<file path="src/rtl/serial_alu_pkg.sv">
// Shared types for the bit-serial logic/arithmetic unit.
// SERIAL_ALU_SUB_EN makes op 8 (SUB) a legal operation.
package serial_alu_pkg;

  typedef enum logic [3:0] {
    OP_AND  = 4'd0,
    OP_OR   = 4'd1,
    OP_XOR  = 4'd2,
    OP_NAND = 4'd3,
    OP_NOR  = 4'd4,
    OP_XNOR = 4'd5,
    OP_NOT  = 4'd6,
    OP_ADD  = 4'd7,
    OP_SUB  = 4'd8
  } op_e;

  typedef enum logic [1:0] {
    ST_IDLE  = 2'd0,
    ST_SHIFT = 2'd1,
    ST_DONE  = 2'd2
  } state_e;

  function automatic logic is_legal_op(input op_e op);
    logic legal;
    case (op)
      OP_AND, OP_OR, OP_XOR, OP_NAND,
      OP_NOR, OP_XNOR, OP_NOT, OP_ADD: legal = 1'b1;
`ifdef SERIAL_ALU_SUB_EN
      OP_SUB:                          legal = 1'b1;
`endif
      default:                         legal = 1'b0;
    endcase
    return legal;
  endfunction

endpackage

</file>
<file path="src/rtl/serial_alu_bit_cell.sv">
// Combinational one-bit op unit; owns the B inversion for SUB.
// SERIAL_ALU_SUB_EN enables the SUB path.
module serial_alu_bit_cell
  import serial_alu_pkg::*;
(
  input  logic a_bit,
  input  logic b_bit,
  input  logic cin,
  input  op_e  op,
  output logic r_bit,
  output logic cout
);

  logic b_eff;

  always_comb begin
    b_eff = b_bit;
`ifdef SERIAL_ALU_SUB_EN
    if (op == OP_SUB) b_eff = ~b_bit;
`endif
  end

  always_comb begin
    r_bit = 1'b0;
    cout  = 1'b0;
    case (op)
      OP_AND:  r_bit = a_bit & b_bit;
      OP_OR:   r_bit = a_bit | b_bit;
      OP_XOR:  r_bit = a_bit ^ b_bit;
      OP_NAND: r_bit = ~(a_bit & b_bit);
      OP_NOR:  r_bit = ~(a_bit | b_bit);
      OP_XNOR: r_bit = ~(a_bit ^ b_bit);
      OP_NOT:  r_bit = ~a_bit;
      OP_ADD: begin
        r_bit = a_bit ^ b_eff ^ cin;
        cout  = (a_bit & b_eff) | (a_bit & cin) | (b_eff & cin);
      end
`ifdef SERIAL_ALU_SUB_EN
      OP_SUB: begin
        r_bit = a_bit ^ b_eff ^ cin;
        cout  = (a_bit & b_eff) | (a_bit & cin) | (b_eff & cin);
      end
`endif
      default: ;
    endcase
  end

endmodule

</file>
<file path="src/rtl/serial_logic_alu.sv">
// Bit-serial WIDTH-bit logic/ADD unit, one bit per clock LSB first, start/busy/done handshake.
// Define SERIAL_ALU_SUB_EN to add SUB (op 8); otherwise op 8 takes the illegal-op path.
module serial_logic_alu
  import serial_alu_pkg::*;
#(
  parameter int unsigned WIDTH = 8
) (
  input  logic             clk,
  input  logic             rst,
  input  logic             start,
  input  logic [3:0]       op,
  input  logic [WIDTH-1:0] a,
  input  logic [WIDTH-1:0] b,
  output logic             busy,
  output logic             done,
  output logic [WIDTH-1:0] result,
  output logic             carry,
  output logic             zero,
  output logic             err
);

  localparam int unsigned CNT_W = $clog2(WIDTH) + 1;
  localparam logic [CNT_W-1:0] LAST = CNT_W'(WIDTH - 1);

  state_e           state_q;
  logic [CNT_W-1:0] cnt_q;
  logic [WIDTH-1:0] a_sr_q, b_sr_q, res_sr_q;
  op_e              op_q;
  logic             cy_q;
  logic             busy_q, done_q, carry_q, zero_q, err_q;
  logic [WIDTH-1:0] result_q;

  logic             r_bit, cout;
  logic             is_arith;
  logic             cy_d;
  logic [WIDTH-1:0] res_d;
  op_e              op_in;
  logic             cy_preset;

  serial_alu_bit_cell u_cell (
    .a_bit (a_sr_q[0]),
    .b_bit (b_sr_q[0]),
    .cin   (cy_q),
    .op    (op_q),
    .r_bit (r_bit),
    .cout  (cout)
  );

  always_comb begin
    op_in     = op_e'(op);
    is_arith  = (op_q == OP_ADD);
    cy_preset = 1'b0;
`ifdef SERIAL_ALU_SUB_EN
    is_arith  = is_arith || (op_q == OP_SUB);
    cy_preset = (op_in == OP_SUB);
`endif
    cy_d  = is_arith ? cout : cy_q;
    // New bits enter at the MSB so the first (LSB) bit lands in bit 0 after WIDTH shifts.
    res_d = {r_bit, res_sr_q[WIDTH-1:1]};
  end

  always_ff @(posedge clk) begin
    if (rst) begin
      state_q  <= ST_IDLE;
      cnt_q    <= '0;
      a_sr_q   <= '0;
      b_sr_q   <= '0;
      res_sr_q <= '0;
      op_q     <= OP_AND;
      cy_q     <= 1'b0;
      busy_q   <= 1'b0;
      done_q   <= 1'b0;
      result_q <= '0;
      carry_q  <= 1'b0;
      zero_q   <= 1'b0;
      err_q    <= 1'b0;
    end else begin
      case (state_q)
        ST_IDLE, ST_DONE: begin
          done_q  <= 1'b0;
          state_q <= ST_IDLE;
          if (start) begin
            if (is_legal_op(op_in)) begin
              a_sr_q   <= a;
              b_sr_q   <= b;
              op_q     <= op_in;
              cy_q     <= cy_preset;
              cnt_q    <= '0;
              res_sr_q <= '0;
              busy_q   <= 1'b1;
              state_q  <= ST_SHIFT;
            end else begin
              result_q <= '0;
              carry_q  <= 1'b0;
              zero_q   <= 1'b1;
              err_q    <= 1'b1;
              done_q   <= 1'b1;
              state_q  <= ST_DONE;
            end
          end
        end
        ST_SHIFT: begin
          a_sr_q   <= a_sr_q >> 1;
          b_sr_q   <= b_sr_q >> 1;
          res_sr_q <= res_d;
          cy_q     <= cy_d;
          cnt_q    <= cnt_q + 1'b1;
          if (cnt_q == LAST) begin
            busy_q   <= 1'b0;
            done_q   <= 1'b1;
            result_q <= res_d;
            carry_q  <= cy_d & is_arith;
            zero_q   <= (res_d == '0);
            err_q    <= 1'b0;
            state_q  <= ST_DONE;
          end
        end
        default: begin
          busy_q  <= 1'b0;
          done_q  <= 1'b0;
          state_q <= ST_IDLE;
        end
      endcase
    end
  end

  assign busy   = busy_q;
  assign done   = done_q;
  assign result = result_q;
  assign carry  = carry_q;
  assign zero   = zero_q;
  assign err    = err_q;

endmodule

</file>
<file path="config.mk">
export PLATFORM = sky130hd
export DESIGN_NAME = serial_logic_alu
export DESIGN_NICKNAME = d
export VERILOG_FILES = /design/src/rtl/serial_alu_pkg.sv /design/src/rtl/serial_alu_bit_cell.sv /design/src/rtl/serial_logic_alu.sv
export SDC_FILE = /design/constraint.sdc
export NUM_CORES = 1
export LEC_CHECK = 0
export CAP_MARGIN = 5
export CORE_MARGIN = 1
export CORE_UTILIZATION = 46
export DETAILED_ROUTE_END_ITERATION = 7
export PLACE_DENSITY = 0.85
export SETUP_SLACK_MARGIN = 0.5
export SLEW_MARGIN = 20
export SYNTH_ARGS = -nofsm -noshare
export SYNTH_HDL_FRONTEND = slang
export SYNTH_SLANG_ARGS = --single-unit
</file>
<file path="constraint.sdc">
create_clock -name clk -period 1.75 [get_ports clk]
set_input_delay 0.175 -clock clk [delete_from_list [all_inputs] [get_ports clk]]
set_output_delay 0.175 -clock clk [all_outputs]
set_load 0.02 [all_outputs]
</file>
==> impl_metrics.py <==
metrics = {
    "run_status": {
        "status": "complete, no violations",
    },
    "layout": {
        "nets": 312,
        "synthToLayoutAreaGrowth_pct": 55.7,
        "fillers": 246,
        "insertedDiodeCount": 0,
        "drive_above_1_share_pct": 37.9,
    },
    "clock_network": {
        "clockBufferDepth": 2,
        "clockRootBuffer": "clkbuf_8",
        "holdBufCountCts": 0,
        "clk_latency_ns": 0.30,
        "cts.sinks": 46,
        "htree_levels": 2,
        "path_clk_slew_ns": 0.09,
        "cts_tree": "yes",
        "numCtsBuffers": 5,
    },
    "critical_path": {
        "crit_start": "b_sr_q[0]",
        "crit_buf_inv": 1,
        "worstSetupPathType": "flip-flop to flip-flop",
        "cp-start-kind": "flip-flop",
        "rr_endpoint": "zero",
        "worst_path_largest_cell_delay_ns": 0.56,
        "arrival_ns": 1.92,
        "crit_fanout": 2,
        "rrSetupSlack_ns": 0.03,
        "timing.rr.start": "b_sr_q[0]",
        "timing.critical_path.cells": "inv_4 > ha_4 > o21ai_0 > a21oi_1 > or4b_4 > a32o_1",
        "crit_end": "zero",
        "critPathRequiredTime_ns": 1.95,
        "reg2regPathDepth": 6,
        "crit_slowest_cell": "or4b_4",
        "cp_top_family": "simple AND/OR/NAND/NOR gates",
        "end_kind": "flip-flop",
        "crit_cells": 6,
    },
    "sta": {
        "skew_ns": 0.00965,
        "max_freq_mhz": 580,
        "tightestPinTransition_ns": 0.360,
        "period_minus_slack_ns": 1.72,
        "final_max_slew_viol_count": 0,
        "rsz0062_at_grt": "yes",
        "slew_headroom_pct": 75.9,
        "finalCritPeriodShare_pct": 98.5,
        "hold_ws_ns": 0.416,
        "tns_ns": 0,
        "finalHoldViolCount": 0,
        "setup_viol": 0,
    },
    "floorplanning": {
        "die_w_um": 66.8,
        "ios": 36,
        "dieArea_um2": 4460,
        "die_h_um": 66.8,
        "num_rows": 23,
        "coreArea_um2": 4030,
        "initial_core_util_pct": 47.9,
    },
    "power": {
        "p_switching_uw": 596,
        "ir_drop_uv": 660,
        "powerDensity_nw_per_um2": 777,
        "sw_frac_of_total_pct": 25.5,
        "internal_power_uw": 1740,
        "clkPwrFrac_pct": 34.7,
        "power_frac_comb_pct": 17.4,
        "p_seq_share_pct": 47.8,
        "power.leakage_uw": 0.00111,
    },
    "routing": {
        "route.met3.wl_um": 339,
        "vias": 2049,
        "drt-wirelength-per-cell_um": 19.1,
        "top_layer_used": "met4",
        "dr_wl_met2_mm": 3.29,
        "wl_met1_mm": 2.56,
        "routed_wl_mm": 6.41,
        "antenna_left": 0,
        "drtPass1Iterations": 6,
        "route.detailed.drc": 0,
        "drt_iter0_drc": 305,
        "via_per_inst": 6.12,
    },
    "global_route": {
        "grt_max_degree": 29,
        "grt_pass1_vias": 1815,
        "grtUsageTotal_pct": 25.3,
        "antenna_found_initial": 0,
        "grt_overflow": 0,
        "grt_pass1_wl_mm": 8.42,
    },
    "synth": {
        "yosys-top-cells-area": "dfxtp_1 (48%), a21oi_1 (8.6%), a22oi_1 (7.8%)",
        "synth_flop_cell": "dfxtp_1",
        "yosysUniqueCellTypes": 37,
        "synth_cells": 227,
        "synth_top_area_share_pct": 47.7,
        "syn_nets": 254,
        "postSynth.asyncResetShare_pct": 0,
        "yosys.area.top_type": "dfxtp_1",
        "syn_avg_cell_area_um2": 8.50,
        "synth_area_um2": 1930,
        "synth_edf_count": 0,
        "synth_common_cells": "dfxtp_1 (46), a21oi_1 (33), nand2_1 (32)",
        "yosysMostFrequentCell": "dfxtp_1",
        "ys_seq_area_share_pct": 47.7,
        "yosys_warnings": 0,
        "ys_seq_elements": 46,
    },
    "worst_hold_path": {
        "min_path_type": "input pin to flip-flop",
        "hold_start": "op[3]",
    },
    "placed_design": {
        "io_buffer_count": 35,
        "dp_hpwl_mm": 3.11,
        "gp_congestion": 0.822,
    },
    "flow_run": {
        "cap_violations": 0,
    },
}
## sequential cells by signal, indices dropped and copies added, names as in the netlist
register,flops
state_q,2
cnt_q,4
op_q,4
cy_q,1
err,1
result,8
carry,1
a_sr_q,8
res_sr_q,7
busy,1
zero,1
b_sr_q,8
## worst reg2reg max path: cells and delay by family (launching register included)
family | cells | cell delay (ns)
compound gates | 3 | 0.49
fa+ha+maj | 1 | 0.15
buf+inv | 1 | 0.06
flops | 1 | 0.38
simple gates | 1 | 0.56
## layer usage
layer | global-route usage (%) | vias to the layer above
met4 | 10.6 | 0
met1 | 29.7 | 1005
li1 | - | 926
met5 | 0 | -
met2 | 43.4 | 88
met3 | 5.99 | 30
## stage by stage
stage	utilization [%]	setup slack, ns	cell area [um2]	instances	total power [uW]
floorplan	-	0.142	2000	227	1290
global placement	59.3	0.000235	2390	304	1380
detailed placement	59.3	-0.0226	2390	304	1390
CTS	65.2	0.0482	2630	322	2210
global route	74.6	0.0175	3010	335	2410
finish	74.6	0.0269	3010	335	2330
## logic make-up (layout without fill, tap and decap cells)
group	Yosys count	in the layout	share of synthesized area (%)
AOI/OAI and AO/OA	67	67	21.9
and+or+nand+nor	85	86	21.4
muxes	2	3	1.17
DFF	46	46	47.7
buffers and inverters	23	79	4.86
adders and majority gates	4	4	2.98
## what timing repair did
item / in CTS / in global routing
setup buffers: 8 / 11
hold endpoints to repair: 0 / 0
endpoints found under the setup margin: 43 / 35
gates resized for setup: 30 / 72
pin swaps: 4 / 40
cloned: 3 / 2
## layout make-up
cell class	instances	area [um2]	share of cell area [%]
clock buffer	6	82.6	2.75
sequential	46	938	31.2
multi-input combinational	160	1210	40.4
timing repair buffer	66	651	21.6
clock inverter	1	30.0	0.999
tap	50	62.6	2.08
inverter	6	27.5	0.916
## cell usage in the layout (no fill, tap or decap), types with 3 or more instances in the layout
master           synthesis  routed
dfxtp_2                  0       5
a22oi_1                 20       5
nor2_1                  17      16
nand2_1                 32      21
nand2_4                  0       3
dfxtp_4                  0       3
buf_6                    0      11
inv_1                    6       3
buf_4                    0      16
nor3_1                   3       3
a22oi_2                  0      15
nand3_1                 10       9
nand3b_1                 3       3
buf_8                    0       3
nand2_2                  0       8
clkdlybuf4s50_1          0      20
a21oi_2                  0      13
nor2b_1                  4       3
clkbuf_8                 0       6
dfxtp_1                 46      38
a21oi_1                 33      20
dlygate4sd2_1            0      13
## worst min path at each step
stage	endpoint	slack (ns)	depth (start not counted)
after floorplan	op_q[2]	0.31	2
after global placement	b_sr_q[2]	0.44	2
after detailed placement	err	0.44	2
after CTS	b_sr_q[7]	0.42	3
after global routing	op_q[0]	0.42	3
final	busy	0.42	4
## power by group through the flow
stage               registers, uW  clock network (uW)  logic, uW
finish                       1120                 811        407
global route                 1120                 858        430
CTS                          1110                 805        294
detailed placement           1130                   0        257
global placement             1130                   0        251
floorplan                    1140                   0        155
(Power assumes the default switching activity.)
